### config.mk
export PLATFORM = sky130hd
export DESIGN_NAME = seq_divider61_11
export DESIGN_NICKNAME = d
export VERILOG_FILES = /design/src/rtl/seq_divider61_11_pkg.sv /design/src/rtl/seq_divider61_11_sub.sv /design/src/rtl/seq_divider61_11.sv
export SDC_FILE = /design/constraint.sdc
export NUM_CORES = 1
export LEC_CHECK = 0
export CORE_ASPECT_RATIO = 1.5
export CORE_UTILIZATION = 55
export DETAILED_ROUTE_END_ITERATION = 6
export GPL_ROUTABILITY_DRIVEN = 1
export PLACE_DENSITY = 0.95
export RECOVER_POWER = 50
export SLEW_MARGIN = 20
export SYNTH_ARGS = -nofsm -noshare
export SYNTH_HDL_FRONTEND = slang
export SYNTH_SLANG_ARGS = --single-unit
### constraint.sdc
create_clock -name clk -period 16.7 [get_ports clk]
set_input_delay 2.505 -clock clk [delete_from_list [all_inputs] [get_ports clk]]
set_output_delay 2.505 -clock clk [all_outputs]
set_load 0.05 [all_outputs]
### src/rtl/seq_divider61_11_pkg.sv
// Shared widths, FSM encoding and constants for the 61/11-bit sequential divider.
package seq_divider61_11_pkg;

    localparam int unsigned DIVIDEND_W = 61;
    localparam int unsigned DIVISOR_W  = 11;
    localparam int unsigned ITER_CNT_W = 6;
    localparam int unsigned REM_W      = DIVISOR_W + 1;

    // Counter start value: one iteration per dividend bit, counting down to zero.
    localparam logic [ITER_CNT_W-1:0] ITER_LAST = ITER_CNT_W'(DIVIDEND_W - 1);

    localparam logic [DIVIDEND_W-1:0] DBZ_QUOTIENT = '1;

    typedef enum logic [1:0] {
        IDLE = 2'd0,
        BUSY = 2'd1,
        DONE = 2'd2
    } div_state_t;

endpackage

### src/rtl/seq_divider61_11_sub.sv
// 12-bit unsigned ripple-borrow subtractor used for the restoring trial subtract.
module unsigned_subtractor12
    import seq_divider61_11_pkg::*;
(
    input  logic [REM_W-1:0] a,
    input  logic [REM_W-1:0] b,
    output logic [REM_W-1:0] diff,
    output logic             borrow
);

    logic [REM_W:0] bw;

    always_comb begin
        bw   = '0;
        diff = '0;
        for (int unsigned i = 0; i < REM_W; i++) begin
            diff[i]  = a[i] ^ b[i] ^ bw[i];
            bw[i+1]  = (~a[i] & b[i]) | (~(a[i] ^ b[i]) & bw[i]);
        end
        borrow = bw[REM_W];
    end

endmodule

### src/rtl/seq_divider61_11.sv
// Multi-cycle unsigned restoring divider, 61-bit dividend by 11-bit divisor,
// with valid/ready handshakes on request and result sides.
module seq_divider61_11
    import seq_divider61_11_pkg::*;
(
    input  logic                  clk,
    input  logic                  rst_n,
    input  logic                  in_valid,
    output logic                  in_ready,
    input  logic [DIVIDEND_W-1:0] A,
    input  logic [DIVISOR_W-1:0]  B,
    output logic                  out_valid,
    input  logic                  out_ready,
    output logic [DIVIDEND_W-1:0] Quotient,
    output logic [DIVISOR_W-1:0]  Remainder,
    output logic                  div_by_zero
);

    div_state_t            state;
    logic [DIVIDEND_W-1:0] dvd_sr;
    logic [DIVISOR_W-1:0]  dvs_r;
    logic [REM_W-1:0]      rem_r;
    logic [ITER_CNT_W-1:0] cnt_r;
    logic [DIVIDEND_W-1:0] q_r;
    logic [DIVISOR_W-1:0]  r_r;
    logic                  dbz_r;

    logic [REM_W-1:0]      trial;
    logic [REM_W-1:0]      diff;
    logic                  borrow;
    logic                  q_bit;
    logic [REM_W-1:0]      rem_nxt;
    logic [DIVIDEND_W-1:0] dvd_nxt;
    logic                  accept;
    logic                  last_iter;

    // Handshake flags come straight from registered state only.
    assign in_ready  = (state == IDLE);
    assign out_valid = (state == DONE);

    assign accept    = in_valid && (state == IDLE);
    assign last_iter = (cnt_r == '0);

    assign trial = {rem_r[DIVISOR_W-1:0], dvd_sr[DIVIDEND_W-1]};

    unsigned_subtractor12 u_sub (
        .a      (trial),
        .b      ({1'b0, dvs_r}),
        .diff   (diff),
        .borrow (borrow)
    );

    // The dividend register doubles as the quotient register: bits shift out
    // of the top into the trial value while quotient bits enter at the bottom.
    always_comb begin
        q_bit   = ~borrow;
        rem_nxt = borrow ? trial : diff;
        dvd_nxt = {dvd_sr[DIVIDEND_W-2:0], q_bit};
    end

    always_ff @(posedge clk or negedge rst_n) begin
        if (!rst_n) begin
            state <= IDLE;
        end else begin
            case (state)
                IDLE: begin
                    if (accept) begin
                        state <= (B == '0) ? DONE : BUSY;
                    end
                end
                BUSY: begin
                    if (last_iter) begin
                        state <= DONE;
                    end
                end
                DONE: begin
                    if (out_ready) begin
                        state <= IDLE;
                    end
                end
                default: state <= IDLE;
            endcase
        end
    end

    always_ff @(posedge clk or negedge rst_n) begin
        if (!rst_n) begin
            dvd_sr <= '0;
            dvs_r  <= '0;
            rem_r  <= '0;
            cnt_r  <= '0;
        end else if (accept) begin
            dvd_sr <= A;
            dvs_r  <= B;
            rem_r  <= '0;
            cnt_r  <= ITER_LAST;
        end else if (state == BUSY) begin
            dvd_sr <= dvd_nxt;
            rem_r  <= rem_nxt;
            if (!last_iter) begin
                cnt_r <= cnt_r - ITER_CNT_W'(1);
            end
        end
    end

    // Result registers load only when a division completes, so they hold
    // steady through DONE and any backpressure.
    always_ff @(posedge clk or negedge rst_n) begin
        if (!rst_n) begin
            q_r   <= '0;
            r_r   <= '0;
            dbz_r <= 1'b0;
        end else if (accept && (B == '0)) begin
            q_r   <= DBZ_QUOTIENT;
            r_r   <= A[DIVISOR_W-1:0];
            dbz_r <= 1'b1;
        end else if ((state == BUSY) && last_iter) begin
            q_r   <= dvd_nxt;
            r_r   <= rem_nxt[DIVISOR_W-1:0];
            dbz_r <= 1'b0;
        end
    end

    assign Quotient    = q_r;
    assign Remainder   = r_r;
    assign div_by_zero = dbz_r;

endmodule
# After elaboration in Yosys (flattened, before gate mapping)
# Index checks and enable logic that the tools add are counted.
# op_classes
addsub	1
eq_ne	6
muxes	19
bitwise	76
n_reduce_logical	10
# op_table
cell	count
2-to-1 mux 61 bit	4
2-to-1 mux 11 bit	5
inverter 1 bit	23
AND 1 bit	22
bitwise XOR 1 bit	21
2-to-1 mux 6 bit	3
logical NOT 11 bit	1
bitwise OR 1 bit	10
2-to-1 mux 2 bit	4
logical NOT 6 bit	1
one-hot mux 2 bit (3 select lines)	1
subtractor 6 x 1 -> 6 bit (second input constant)	1
!= test 2 x 1 -> 1 bit (second input constant)	2
!= test 2 bit (second input constant)	2
nonzero test 2 bit	2
logical AND 1 bit	3
AND reduction 3 bit	1
== test 2 x 1 -> 1 bit (second input constant)	1
== test 2 bit (second input constant)	1
logical NOT 2 bit	1
2-to-1 mux 1 bit	2
AND reduction 2 bit	1
# totals
ff_bits	164
word_cells	120

# Longest topological paths before layout
# logic_depth
ltp_word	26
ltp_mapped	20
mapped_depth_nobuf	18

# Modules after synthesis
# A second synthesis with hierarchy kept.
# unflattened
hier_cells	765
area_unflattened_um2	7170.6
# modules_own_cells
module	n_inst	cells_per_inst	area_each_um2	seq_area_each_um2
seq_divider61_11	1	727	6840.3	4103.9
unsigned_subtractor12	1	38	330.3	0.0

# Least setup slack after synthesis
# No wires, ideal clock.
# synth_path
path_kind	reg-to-reg
start	register dvd_sr[60]
end	register r_r[3] (netlist: Remainder[3])
arrival_ns	5.096
path_slack_ns	11.479
path_stages_with_launch	21
n_path_buf	2
cell_sequence	dfrtp_1 > inv_1 > ha_1 > inv_1 > fa_1 > fa_1 > fa_1 > fa_1 > fa_1 > fa_1 > fa_1 > fa_1 > inv_1 > fa_1 > fa_1 > nor2b_1 > clkbuf_1 > buf_2 > mux2i_1 > o21ai_1 > mux2_2
# synth_via
elab_chain_cells	26
# synth_rtl
item	line_no	text
start, declared	seq_divider61_11.sv:20	logic [DIVIDEND_W-1:0] dvd_sr;
start signal, assigned	seq_divider61_11.sv:98	dvd_sr <= dvd_nxt;
inverter 1 bit (*)	seq_divider61_11_sub.sv:18	bw[i+1] = (~a[i] & b[i]) | (~(a[i] ^ b[i]) & bw[i]);
AND 1 bit (*) (2 in series)	seq_divider61_11_sub.sv:18	
bitwise OR 1 bit (*)	seq_divider61_11_sub.sv:18	
AND 1 bit (*)	seq_divider61_11_sub.sv:18	
bitwise OR 1 bit (*)	seq_divider61_11_sub.sv:18	
AND 1 bit	seq_divider61_11_sub.sv:18	
bitwise OR 1 bit	seq_divider61_11_sub.sv:18	
AND 1 bit	seq_divider61_11_sub.sv:18	
[... 9 more ...]	-	
AND 1 bit	seq_divider61_11_sub.sv:18	
bitwise OR 1 bit	seq_divider61_11_sub.sv:18	
AND 1 bit	seq_divider61_11_sub.sv:18	
bitwise OR 1 bit	seq_divider61_11_sub.sv:18	
AND 1 bit	seq_divider61_11_sub.sv:18	
2-to-1 mux 11 bit (*)	seq_divider61_11.sv:57	rem_nxt = borrow ? trial : diff;
2-to-1 mux 11 bit (*)	seq_divider61_11.sv:117	end else if ((state == BUSY) && last_iter) begin
2-to-1 mux 11 bit (*)	seq_divider61_11.sv:113	end else if (accept && (B == '0)) begin
end signal, assigned	seq_divider61_11.sv:115	r_r <= A[DIVISOR_W-1:0];
end signal, assigned	seq_divider61_11.sv:119	r_r <= rem_nxt[DIVISOR_W-1:0];
end, declared	seq_divider61_11.sv:25	logic [DIVISOR_W-1:0] r_r;
# Mark *: on every way between the ends. The rest lies on a longest branch, timed or not. The select of a mux whose other input is x is not followed.
# A chain may end at the register's enable or synchronous reset.

==> results by group <==
Run
  – Max-cap viol count: 4

Worst setup path
  – CP Capture Type: async pin
  – Worst-path fanout max: 104
  – Crit start category: input pin
  – WP data required: 16.55 ns
  – CP bufs+invs: 2
  – CP delay by family, top: buffers and inverters
  – Kind of critical path: input pin to async pin
  – Crit-path slowest cell: clkbuf_1
  – CP max stage delay: approximately 3.8 ns
  – CP arrival: 8.73 ns
  – Cells along the critical path: clkbuf_1 -> clkbuf_1
  – Crit path top cell by count: clkbuf_1

Routing
  – Vias per cell: 5.90
  – Routed wire per std cell: 18.4 um
  – Vias: 6194
  – Post-Route WL: between 15000 and 20000 um
  – Antenna Nets Post-Route: 0
  – DR DRC count: 0
  – Iteration-0 DRC Markers: 445
  – DR pass1 iterations: 6

Synth
  – Synthesized area: 7220 um2
  – Main synth FF type: dfrtp_1
  – Synthesized instance count: 757
  – Syn avg cell area: roughly 9.5 um2
  – Yosys reg bits: 164
  – Mapped Nets: ~850
  – Synth cell types: between 40 and 50
  – Register area share after synthesis: 0.568
  – YS warnings: 0
  – Post-synth EDFFs: 0
  – Async set-reset flop share out of synthesis: 1.00

Floorplan
  – Die Wd: 95.6 um
  – Core area: between 10000 and 15000 um2
  – Row cnt: 50
  – Initial Util: 0.572
  – DIE AREA: 13600 um2
  – Ports: 151
  – Chip Height: about 140 um

Worst hold path
  – Tightest Hold Check Type: flop to flop

Timing
  – Hold Vio Cnt, Final: 0
  – Final setup fails: 0
  – Period minus WS final: ~8.9 ns
  – Final Cycle Share: 0.532
  – Min setup slack post-route: 7.82 ns
  – Setup TNS: 0 ns
  – Max Slew Vio Count: 318
  – Relative slew slack: -2.63
  – Max Clock Skew: 0.0107 ns
  – Max Freq: 113 MHz
  – Worst Tran Pin Value: between 5 and 6 ns
  – RSZ-0062 raised after global routing: no

Finish
  – Antenna Cells: 0
  – Multi-input gate area: approximately 2800 um2
  – Nets: 969
  – Layout Utilization: 0.745
  – Area occupied by registers: a little over 4000 um2
  – Share of layout cells above drive strength 1: 0.0538
  – Layout area overhead: 30.4%
  – Filler cells: 816

Placed design
  – IO buf count: 150
  – DP Wirelength: 11800 um
  – Routability congestion estimate: 0.860
  – Worst slack, placed: ~11 ns

Clock tree
  – Clk buf depth: 2
  – Root Buffer: clkbuf_16
  – # hold bufs at CTS: 0
  – # H-tree levels: 4
  – Worst-Skew Late Latency: 0.43 ns
  – CTS tree: done
  – Sink Count: between 150 and 200
  – Setup Fix Bufs, Post-CTS: 0
  – CTS resizes: 0
  – Clk slew on worst S/H paths: approximately 0.06 ns
  – Cts bufs inserted: 17

Outcome
  – Failing checks: capacitance limit, slew limit
  – Outcome: finished with violations

Global routing
  – Antenna violations before repair: 0
  – Pin count of the biggest net entering global routing: 105
  – First-pass GRT wire length: 30300 um
  – Gr usage total: 0.299
  – Grt total ovfl: 0
  – Number of global-route vias before repair: 5990

Power and ir drop
  – Cell area power density: 208 nW/um2
  – LEAKAGE: 4.34 nW
  – Peak supply drop: 0.127 mV
-- placed cells by master (no fill, tap or decap), types with 2 or more instances in the layout --
cell / count
and3_1: 3
a21oi_1: 3
a22oi_1: 60
bufinv_16: 7
nor2_1: 9
fa_1: 10
buf_4: 4
mux2_2: 6
clkbuf_1: 6
a211oi_1: 2
clkinvlp_4: 3
clkbuf_16: 17
nor2b_1: 3
inv_1: 19
nor4_2: 2
clkinv_4: 2
o21ai_1: 6
o211ai_1: 3
or3_1: 3
o21ai_0: 28
o31ai_1: 2
nand2_1: 271
nand3_1: 73
nand2b_1: 3
dfrtp_1: 164
ha_1: 3
clkdlybuf4s50_1: 148
mux2i_1: 8
a221o_1: 2
-- synthesized netlist by cell type (2+ instances only) --
library cell  number  area [um2]
nand2b_1           3        18.8
a21oi_1            3        15.0
nor2b_1            4        25.0
buf_2             21         105
a221o_1            2        20.0
a22oi_1           60         450
o211ai_1           3        22.5
nor2_1             9        33.8
ha_1               3        37.5
mux2_2             6        67.6
nor4_2             2        25.0
a211oi_1           2        15.0
inv_1             19        71.3
nand3_1           74         370
buf_4              5        37.5
and3_1             3        18.8
o21ai_0           28         140
fa_1              10         200
buf_1              4        15.0
or3_1              3        18.8
nand2_1          271        1020
o21ai_1            6        30.0
clkbuf_1          23        86.3
o31ai_1            2        15.0
dfrtp_1          164        4100
mux2i_1            8        80.1
-- cell families after synthesis --
family	after synthesis	synth area share
buffers and inverters	72	0.0436
xor gates and xnor gates	2	0.00243
adders and majority gates	13	0.0329
and+or+nand+nor	379	0.227
AOI/OAI and AO/OA	113	0.105
DFF	164	0.568
muxes	14	0.0204
-- state kept, by name, summed over array words and instances (netlist names) --
signal	count
dvs_r	11
dvd_sr	61
rem_r	11
cnt_r	6
Quotient	61
div_by_zero	1
state	2
Remainder	11
-- final timing paths --
check / from / endpoint / slack (ns) / depth (start not counted)
worst max-delay path: rst_n / dvd_sr[43] / 7.82 / 2
worst min-delay path: div_by_zero / div_by_zero / 0.48 / 2
worst max register to register: dvd_sr[60] / Remainder[5] / 11.10 / 19
worst min register to register: div_by_zero / div_by_zero / 0.48 / 2
max in group clk: in_valid / Remainder[0] / 9.86 / 7
min in group asynchronous: rst_n / cnt_r[4] / 4.07 / 1
-- cell type report --
type | count | area share
sequential | 164 | 0.436
tap | 156 | 0.0207
multi-input combinational | 521 | 0.300
clock inverter | 13 | 0.0271
inverter | 19 | 0.00757
timing repair buffer | 157 | 0.163
clock buffer | 19 | 0.0460
-- power by group --
part | internal, mW | switching (mW) | total [mW]
clock | 0.296 | 0.158 | 0.454
sequential | 0.564 | 0.127 | 0.691
combinational | 0.301 | 0.518 | 0.819
-- stage by stage --
step | hold WS, ns | power [mW] | area (um2) | std cells
6_report | 0.480 | 1.96 | 9420 | 1049
5_1_grt | 0.509 | 2.07 | 9420 | 1049
4_1_cts | 0.481 | 1.96 | 9450 | 1049
3_5_place_dp | 0.465 | 1.49 | 8760 | 1017
3_3_place_gp | 0.460 | 1.45 | 8760 | 1017
2_1_floorplan | 0.450 | 1.22 | 7220 | 757
-- layer usage --
metal  part of all wire  global-route usage
met4              0.052               0.172
met5                  0                   0
met2               0.51               0.484
met1               0.37               0.368
met3              0.061              0.0588
(Power assumes the default switching activity.)
